`src/rtl/tap_word_packer_pkg.sv`:
```
// Shared definitions for the tap word packer: default sizes and buffer occupancy encodings.
package tap_word_packer_pkg;

  localparam int unsigned DEF_WIDTH = 8;
  localparam int unsigned DEF_CNT_W = 16;

  typedef enum logic [1:0] {
    OCC_EMPTY = 2'd0,
    OCC_ONE   = 2'd1,
    OCC_TWO   = 2'd2
  } occ_e;

endpackage

```
`src/rtl/tap_word_packer_skid_fifo2.sv`:
```
// Two-entry FIFO holding completed word pairs; head entry is presented directly from a register.
module tap_word_packer_skid_fifo2
  import tap_word_packer_pkg::*;
#(
  parameter int unsigned DW = 17
) (
  input  logic          clk,
  input  logic          rst,
  input  logic          push,
  input  logic [DW-1:0] din,
  input  logic          pop,
  output logic [DW-1:0] dout,
  output logic          empty,
  output logic          drop_c
);

  occ_e          occ;
  logic [DW-1:0] tail;
  logic          full;

  // A push into a full buffer with no pop on the same edge is discarded.
  assign drop_c = push && full && !pop;

  always_ff @(posedge clk or posedge rst) begin
    if (rst) begin
      occ   <= OCC_EMPTY;
      dout  <= '0;
      tail  <= '0;
      empty <= 1'b1;
      full  <= 1'b0;
    end else begin
      case (occ)
        OCC_EMPTY: begin
          if (push) begin
            dout  <= din;
            occ   <= OCC_ONE;
            empty <= 1'b0;
          end
        end
        OCC_ONE: begin
          if (push && pop) begin
            dout <= din;
          end else if (push) begin
            tail <= din;
            occ  <= OCC_TWO;
            full <= 1'b1;
          end else if (pop) begin
            occ   <= OCC_EMPTY;
            empty <= 1'b1;
          end
        end
        OCC_TWO: begin
          if (pop) begin
            dout <= tail;
            if (push) begin
              tail <= din;
            end else begin
              occ  <= OCC_ONE;
              full <= 1'b0;
            end
          end
        end
        default: begin
          occ   <= OCC_EMPTY;
          empty <= 1'b1;
          full  <= 1'b0;
        end
      endcase
    end
  end

endmodule

```
`src/rtl/tap_word_packer.sv`:
```
// Packs two serial tap streams LSB-first into words, flags per-word disagreement,
// buffers word pairs for a valid/ready consumer and counts mismatched bits.
module tap_word_packer
  import tap_word_packer_pkg::*;
#(
  parameter int unsigned WIDTH = DEF_WIDTH,
  parameter int unsigned CNT_W = DEF_CNT_W
) (
  input  logic             CLK,
  input  logic             ASYNCRESET,
  input  logic             en,
  input  logic             I0,
  input  logic             I1,
  output logic [WIDTH-1:0] O_data0,
  output logic [WIDTH-1:0] O_data1,
  output logic             O_mismatch,
  output logic             O_valid,
  input  logic             O_ready,
  output logic [CNT_W-1:0] mismatch_count,
  output logic             overflow
);

  localparam int unsigned BW = (WIDTH > 1) ? $clog2(WIDTH) : 1;
  localparam int unsigned DW = 2 * WIDTH + 1;

  logic [BW-1:0]    bitcnt;
  logic [WIDTH-1:0] sr0, sr1, sr0_nxt, sr1_nxt;
  logic             flag, flag_nxt;
  logic             word_done_c;
  logic [DW-1:0]    head;
  logic             fifo_empty;
  logic             drop_c;

  // Word contents including the bit being sampled this cycle.
  always_comb begin
    sr0_nxt         = sr0;
    sr1_nxt         = sr1;
    sr0_nxt[bitcnt] = I0;
    sr1_nxt[bitcnt] = I1;
    flag_nxt        = flag | (I0 ^ I1);
    word_done_c     = en && (bitcnt == BW'(WIDTH - 1));
  end

  always_ff @(posedge CLK or posedge ASYNCRESET) begin
    if (ASYNCRESET) begin
      bitcnt         <= '0;
      sr0            <= '0;
      sr1            <= '0;
      flag           <= 1'b0;
      mismatch_count <= '0;
      overflow       <= 1'b0;
    end else begin
      if (en) begin
        sr0    <= sr0_nxt;
        sr1    <= sr1_nxt;
        flag   <= word_done_c ? 1'b0 : flag_nxt;
        bitcnt <= word_done_c ? '0 : bitcnt + BW'(1);
      end
      if (en && (I0 != I1) && (mismatch_count != '1)) begin
        mismatch_count <= mismatch_count + CNT_W'(1);
      end
      if (drop_c) begin
        overflow <= 1'b1;
      end
    end
  end

  tap_word_packer_skid_fifo2 #(
    .DW (DW)
  ) u_fifo (
    .clk    (CLK),
    .rst    (ASYNCRESET),
    .push   (word_done_c),
    .din    ({flag_nxt, sr1_nxt, sr0_nxt}),
    .pop    (O_ready),
    .dout   (head),
    .empty  (fifo_empty),
    .drop_c (drop_c)
  );

  assign O_data0    = head[WIDTH-1:0];
  assign O_data1    = head[2*WIDTH-1:WIDTH];
  assign O_mismatch = head[DW-1];
  assign O_valid    = ~fifo_empty;

endmodule

```
`config.mk`:
```
export PLATFORM = sky130hd
export DESIGN_NAME = tap_word_packer
export DESIGN_NICKNAME = d
export VERILOG_FILES = /design/src/rtl/tap_word_packer_pkg.sv /design/src/rtl/tap_word_packer_skid_fifo2.sv /design/src/rtl/tap_word_packer.sv
export SDC_FILE = /design/constraint.sdc
export NUM_CORES = 1
export LEC_CHECK = 0
export BUFFER_PORTS_ARGS = -buffer_cell sky130_fd_sc_hd__buf_2
export CAP_MARGIN = 10
export CORE_MARGIN = 2
export CORE_UTILIZATION = 40
export DETAILED_ROUTE_END_ITERATION = 6
export HOLD_SLACK_MARGIN = 0.03
export PLACE_DENSITY = 0.58
export SLEW_MARGIN = 0
export SYNTH_ARGS = -nofsm -noshare
export SYNTH_HDL_FRONTEND = slang
export SYNTH_SLANG_ARGS = --single-unit
```
`constraint.sdc`:
```
create_clock -name CLK -period 1.9 [get_ports CLK]
set_input_delay 0.19 -clock CLK [delete_from_list [all_inputs] [get_ports CLK]]
set_output_delay 0.19 -clock CLK [all_outputs]
set_load 0.1 [all_outputs]
```
## Word level (Yosys, flattened, before mapping)

Index checks and enable logic that the tools add are counted.

- Register bits after elaboration: 75
- Output and inout port bits: 35
- Logic and storage cells: 81

- Add/subtract/negate cells: 2
- Magnitude comparators: 2
- Equal/unequal tests: 14
- Mux-type cells: 31
- Bitwise operators: 5
- Reduce and logical (&&, ||, !) cells: 16

Operators with widths:

| cell | count |
|---|---|
| 2-to-1 mux 17 bit | 6 |
| case mux 17 bit (3 select lines) | 1 |
| case mux 17 bit (2 select lines) | 1 |
| adder 16 x 1 -> 16 bit (second input constant) | 1 |
| bitwise mux 8 bit | 2 |
| inequality test 16 bit (second input constant) | 1 |
| AND reduction 5 bit | 3 |
| 2-to-1 mux 2 bit | 6 |
| 2-to-1 mux 1 bit | 10 |
| inequality test 2 bit (second input constant) | 5 |
| logical AND 1 bit | 7 |
| inequality test 2 x 1 -> 1 bit (second input constant) | 3 |
| case mux 1 bit (3 select lines) | 2 |
| case mux 2 bit (3 select lines) | 1 |
| less-than comparator 3 x 4 -> 1 bit (second input constant) | 1 |
| AND reduction 4 bit | 1 |
| adder 3 x 1 -> 3 bit (second input constant) | 1 |
| demux 1 bit (select 3 bit) | 1 |
| equality test 3 bit (second input constant) | 1 |
| greater-or-equal comparator 3 x 1 -> 1 bit (second input constant) | 1 |
| 2-to-1 mux 3 bit | 1 |
| inequality test 3 x 2 -> 1 bit (second input constant) | 1 |
| NOT 1 bit | 3 |
| AND reduction 3 bit | 1 |
| 9 further kinds | 9 |

## Logic depth before layout (Yosys ltp)

Gate-level depths: netlist of run 1.

- Depth after elaboration: 8
- Mapped depth: 7

## Modules after synthesis

A second synthesis of run 1 with hierarchy kept.

- Cell total of the unflattened synthesis: 273
- Area, all modules: 3776.1 µm²

Modules (own cells, without submodules):

| module | times used | cells each | area each (µm²) | seq. area each (µm²) |
|---|---|---|---|---|
| tap_word_packer | 1 | 158 | 1955.6 | 925.9 |
| tap_word_packer_skid_fifo2 | 1 | 115 | 1820.5 | 952.2 |

## Least setup slack after synthesis of run 1

Ideal clock, no wire load.

- Path kind: register to register
- Start: reg mismatch_count[2]
- End: reg mismatch_count[15]
- Arrival: 2084 ps
- Data required time: 1738 ps
- Path slack: -347 ps
- Cell stages (with the launch flop): 5
- Path buffers: 0
- Period minus slack after synthesis: 2247 ps
- Cells stage by stage: dfrtp_1 > nand4_1 > or4b_4 > nor4b_4 > xor2_1

- Cells in the longest elaborated chain, start to end: 2
- Elaborated cells on any way between the ends: 3

RTL lines:

| what | RTL line | source |
|---|---|---|
| start, declared | tap_word_packer.sv:19 | `output logic [CNT_W-1:0] mismatch_count,` |
| start signal, assigned | tap_word_packer.sv:60 | `mismatch_count <= mismatch_count + CNT_W'(1);` |
| branches (longest 2 deep; another with adder 16 x 1 -> 16 bit) | -- |  |

Parallel ways; which one is timed is not known.
A chain may end at the register's enable or synchronous reset.

## Final worst setup path of run 1

- Start: reg mismatch_count[0]
- End: reg mismatch_count[1]

The elaborated chain is that of the path after synthesis.

==> results of run 1 <==
-- through the flow --
step / instance area (um2) / instances / hold slack, ps
final: 4180 / 491 / 246
after detailed placement: 3910 / 474 / 199
after CTS: 4170 / 491 / 221
after floorplan: 3510 / 326 / 390
after global placement: 3910 / 474 / 200
after global routing: 4180 / 491 / 291
-- state kept, by name, indices dropped and copies added (netlist names), 2 cells and up --
signal,count
mismatch_count,16
sr1,8
u_fifo.tail,17
sr0,8
u_fifo.occ,2
bitcnt,3
u_fifo.dout,17
-- layer usage --
metal | up-vias | share of wire | GRT usage
met2 | 55 | 0.42 | 0.230
met4 | 0 | 0.013 | 0.0641
met5 | - | 0 | 0
met1 | 1230 | 0.52 | 0.265
met3 | 8 | 0.041 | 0.0266
li1 | 1254 | - | -
-- cell families after synthesis --
| kind of cell | synth area share |
|---|---|
| buffers and inverters | 0.0344 |
| AO/OA/AOI/OAI | 0.149 |
| XOR/XNOR | 0.0430 |
| AND/OR/NAND/NOR | 0.160 |
| adder cells (fa/ha/maj) | 0.0108 |
| multiplexers | 0.0649 |
| flip-flops | 0.538 |
-- path summary, 6_finish.rpt --
path	startpoint	endpoint	slack (ps)	cells past startpoint
max in group asynchronous	ASYNCRESET	sr1[3]$_DFFE_PP0P_	920	4
setup reg to reg	mismatch_count[0]$_DFFE_PP0P_	mismatch_count[1]$_DFFE_PP0P_	130	5
hold reg to reg	mismatch_count[11]$_DFFE_PP0P_	mismatch_count[11]$_DFFE_PP0P_	480	1
min in group asynchronous	ASYNCRESET	bitcnt[1]$_DFFE_PP0P_	370	3
setup / recovery	mismatch_count[0]$_DFFE_PP0P_	mismatch_count[1]$_DFFE_PP0P_	130	5
hold / removal	O_ready	u_fifo.occ[0]$_DFFE_PP0P_	250	3
-- timing repair --
| item | in CTS | in global routing |
|---|---|---|
| resized for setup | 2 | 5 |
| hold buffers | 1 | 0 |
| cloned | 0 | 0 |
| hold endpoints to repair | 13 | 0 |
| endpoints found under the setup margin | 17 | 17 |
-- cells in the mapped netlist (7+ instances only) --
| cell | number |
|---|---|
| a21o_1 | 16 |
| a21oi_1 | 23 |
| o21ai_0 | 19 |
| xor2_1 | 11 |
| mux2i_1 | 17 |
| nor3_1 | 7 |
| nor2_1 | 24 |
| nand2_1 | 39 |
| dfrtp_1 | 74 |
| a22o_1 | 18 |
| clkbuf_1 | 11 |
| nor3b_1 | 7 |
-- worst register-to-register path, cell delays in order, from the launching register on --
cell and delay, ps:
dfrtp_2 440, ha_1 230, and4_1 200, and4_2 290, nor2_2 160, mux2_2 350
-- power by group --
| part | switching (mW) | leakage (nW) | internal [mW] |
|---|---|---|---|
| registers | 0.373 | 0.907 | 2.19 |
| logic | 2.55 | 1.04 | 0.851 |
| clock network | 0.600 | 0.123 | 0.905 |
-- layout make-up --
class,count,area [um2]
Multi-Input combinational cell,227,1510
Tap cell,108,135
Sequential cell,75,1900
Clock buffer,11,141
Clock inverter,5,100
Fill cell,803,4410
Timing Repair Buffer,61,377
Inverter,4,18.8
==> flow_metrics.tcl, run 1 <==
set metrics [dict create \
    hold_class "in2reg" \
    clockRootBuffer "clkbuf_8" \
    numCtsBuffers 9 \
    clk_latency_ps 350 \
    clockBufferDepth 2 \
    worst_slack_ps 129 \
    grt-ovfl-total 0 \
    critical_path_required_ps 2140 \
    min_period_ps 1770 \
    period_share 0.932 \
    tns_ps 0 \
    clkSinkCount 75 \
    fmax_mhz 565 \
    die_w_um 97.4 \
    post-route-util 0.487 \
    yosys_register_bits 75 \
    cts_setup_buffers 0 \
    cp-start-kind "flop" \
    cp_slowest_stage_delay_ps 440 \
    grt_pass1_vias 2447 \
    post_route_cells_drive_above_1_share 0.290 \
    slew_headroom 0.656 \
    final_common_cell "dfrtp_1" \
    coreArea_mm2 0.00859 \
    synth-main-ff-cell "dfrtp_1" \
    p_leak_nw 2.07 \
    path_clk_slew_ps 80 \
    synth-edff-count 0 \
    async_reset_ff_frac 1.00 \
    yosysTopAreaCell "dfrtp_1" \
    syn_to_final_growth_pct 19.9 \
    firstDrtPassIters 4 \
    syn_area_per_cell_um2 10.7 \
    antenna_cells 0 \
    nNetsFinal 387 \
    dp_slack_ps -204 \
    post_drt_wl_per_cell_um 15.4 \
    worstPathArrival_ps 2010 \
    wl_um 7540 \
    worst_pin_slew_ps 514 \
    antenna_found_initial 0 \
    skew_ps 8.30 \
    cp_max_fo 11 \
    slew_viol_final 0 \
    critPathTopFamily "simple AND/OR/NAND/NOR gates" \
    initial_core_util 0.406 \
    crit_chain "ha_1, and4_1, and4_2, nor2_2, mux2_2" \
    fp-row-count 34 \
    drc 0 \
    die-area_mm2 0.00949 \
    ys_warn_count 0 \
    grt_setup_unrepaired "false" \
    syn_inst 326 \
    hpwl_um 5140 \
    drt_iter0_drc 136 \
    gp_congestion 0.778 \
    synth_area_leaders "dfrtp_1 (53%), mux2i_1 (4.9%), a22o_1 (4.5%)" \
    cap_viol_max_count 0 \
    cts_tree "yes" \
    grt_max_degree 35 \
    grt_use_total 0.168 \
    layout_common_cells "dfrtp_1 (58), buf_2 (40), nand2_1 (39)" \
    ant_nets 0 \
    status "finished, final reports clean" \
    cpMaxStageDelayCell "dfrtp_2" \
    syn_nets 335 \
    ir_worst_vdd_mv 0.992 \
    finalSetupViolCount 0 \
    synth_top_cell_area_share 0.530 \
    synth_area_mm2 0.00349 \
    critical_path_class "reg2reg" \
    p_total_mw 7.48 \
    portBuffers 40 \
    grt_pass1_wl_um 12800 \
    die_h_um 97.4 \
    viasPerCell 5.19 \
    htree_levels 3 \
    critPathCaptureType "flop" \
    worst-path-buf-inv 0 \
    powerDensity_mw_per_mm2 1790 \
    hold_viol 0 \
    yosysSeqAreaShare 0.538 \
    yosys.cell_types.count 40 \
    pin_count 41 \
    vias 2547 \
]
(Power assumes the default switching activity.)
==> run 2: changes to the inputs <==
--- a/config.mk
+++ b/config.mk
@@ -6,9 +6,9 @@
 export NUM_CORES = 1
 export LEC_CHECK = 0
 export BUFFER_PORTS_ARGS = -buffer_cell sky130_fd_sc_hd__buf_2
-export CAP_MARGIN = 10
 export CORE_MARGIN = 2
 export CORE_UTILIZATION = 40
+export CTS_BUF_LIST = sky130_fd_sc_hd__clkbuf_8
 export DETAILED_ROUTE_END_ITERATION = 6
 export HOLD_SLACK_MARGIN = 0.03
 export PLACE_DENSITY = 0.58
==> flow_metrics.tcl, run 2 (synthesized netlist as in run 1, its figures left out) <==
set metrics [dict create \
    status "finished, final reports clean" \
    cpMaxStageDelayCell "dfrtp_2" \
    finalSetupViolCount 0 \
    clockBufferDepth 2 \
    die_h_um 97.4 \
    worstPathArrival_ps 2020 \
    clk_latency_ps 350 \
    top_regs "u_fifo.dout x17, u_fifo.tail x17, mismatch_count x16" \
    grt_setup_unrepaired "false" \
    nNetsFinal 387 \
    drt_iter0_drc 136 \
    htree_levels 3 \
    comb_power_share 0.456 \
    syn_to_final_growth_pct 19.9 \
    critical_path_required_ps 2140 \
    grt_use_total 0.168 \
    firstDrtPassIters 5 \
    coreArea_mm2 0.00859 \
    hold_viol 0 \
    swShare 0.472 \
    critical_path_class "reg2reg" \
    min_period_ps 1780 \
    p_total_mw 7.47 \
    cp_slowest_stage_delay_ps 440 \
    skew_ps 8.44 \
    hold_class "in2reg" \
    power_frac_clock 0.200 \
    viasPerCell 5.17 \
    fp-row-count 34 \
    antenna_found_initial 0 \
    hpwl_um 5140 \
    numCtsBuffers 9 \
    worst_pin_slew_ps 518 \
    p_int_mw 3.95 \
    grt_max_degree 35 \
    slew_headroom 0.654 \
    cp_max_fo 11 \
    period_share 0.936 \
    clockRootBuffer "clkbuf_8" \
    ir_worst_vdd_mv 0.992 \
    die_w_um 97.4 \
    cp-start-kind "flop" \
    die-area_mm2 0.00949 \
    grt_pass1_vias 2447 \
    worst-path-buf-inv 0 \
    hold_slack_ps 245 \
    antenna_cells 0 \
    crit_chain "ha_1, and4_1, and4_2, nor2_2, mux2_2" \
    dp.cells 474 \
    vias 2540 \
    ant_nets 0 \
    cts_tree "yes" \
    final_common_cell "dfrtp_1" \
    critPathTopFamily "simple AND/OR/NAND/NOR gates" \
    fmax_mhz 562 \
    gp_congestion 0.778 \
    grt-ovfl-total 0 \
    grt_pass1_wl_um 12800 \
    layout_common_cells "dfrtp_1 (58), buf_2 (40), nand2_1 (39)" \
    p_seq_frac 0.344 \
    critPathCaptureType "flop" \
    pin_count 41 \
    cap_viol_max_count 0 \
    powerDensity_mw_per_mm2 1790 \
    p_leak_nw 2.08 \
    dpl_cell_area_mm2 0.00391 \
    initial_core_util 0.406 \
    wl_um 7500 \
    tns_ps 0 \
    final_cells 491 \
    switchingPower_mw 3.52 \
    drc 0 \
    path_clk_slew_ps 80 \
    cts_setup_buffers 0 \
    slew_viol_final 0 \
    clkSinkCount 75 \
    post_drt_wl_per_cell_um 15.3 \
    portBuffers 40 \
    finalInstanceArea_mm2 0.00418 \
    post_route_cells_drive_above_1_share 0.290 \
]
run 2: cell count changes in the layout (fill, tap and decap cells not counted), sizes merged:
cell	before	now
inv	3	4
clkbuf	11	10
run 2: timing repair:
action,in CTS,in global routing
setup endpoints to repair,17,17
hold endpoints to repair,13,0
resized for setup,2,5
hold buffers,1,0
run 2: layout make-up:
cell class | instances | area, um2
Inverter | 4 | 18.8
Clock inverter | 6 | 104
Sequential cell | 75 | 1900
Fill cell | 803 | 4410
Timing Repair Buffer | 61 | 377
Multi-Input combinational cell | 227 | 1510
Clock buffer | 10 | 138
Tap cell | 108 | 135
run 2: layer usage:
metal | vias up | global-route usage | share of wire | wire, um
met5 | - | 0 | 0 | 0
met4 | 0 | 0.0641 | 0.013 | 101
met3 | 9 | 0.0266 | 0.034 | 253
met2 | 50 | 0.230 | 0.43 | 3190
met1 | 1227 | 0.265 | 0.53 | 3960
li1 | 1254 | - | - | -
run 2: final timing paths:
| kind | slack [ps] | end | cells after the start | startpoint |
|---|---|---|---|---|
| max | 120 | mismatch_count[1]$_DFFE_PP0P_ | 5 | mismatch_count[0]$_DFFE_PP0P_ |
| min | 240 | u_fifo.occ[0]$_DFFE_PP0P_ | 3 | O_ready |
| max reg2reg | 120 | mismatch_count[1]$_DFFE_PP0P_ | 5 | mismatch_count[0]$_DFFE_PP0P_ |
| min reg2reg | 480 | mismatch_count[11]$_DFFE_PP0P_ | 1 | mismatch_count[11]$_DFFE_PP0P_ |
| max in group asynchronous | 920 | sr1[3]$_DFFE_PP0P_ | 4 | ASYNCRESET |
| min in group asynchronous | 370 | bitcnt[1]$_DFFE_PP0P_ | 3 | ASYNCRESET |
run 2: metrics by stage:
step	worst slack, ps	utilization
4_1_cts	61.6	0.485
2_1_floorplan	-17.7	-
3_3_place_gp	-137	0.455
3_5_place_dp	-204	0.455
5_1_grt	42.5	0.487
6_report	121	0.487
run 2: worst reg2reg max path: stages (launching register included):
cell	delay, ps
dfrtp_2	440
ha_1	230
and4_1	210
and4_2	290
nor2_2	160
mux2_2	350
run 2: power by group through the flow:
stage | sequential [mW] | combinational [mW] | clock, mW
5_1_grt | 2.66 | 3.64 | 1.58
3_5_place_dp | 2.60 | 3.41 | 0
6_report | 2.57 | 3.40 | 1.50
2_1_floorplan | 4.19 | 1.13 | 0
4_1_cts | 2.57 | 3.42 | 1.52
3_3_place_gp | 2.57 | 3.37 | 0
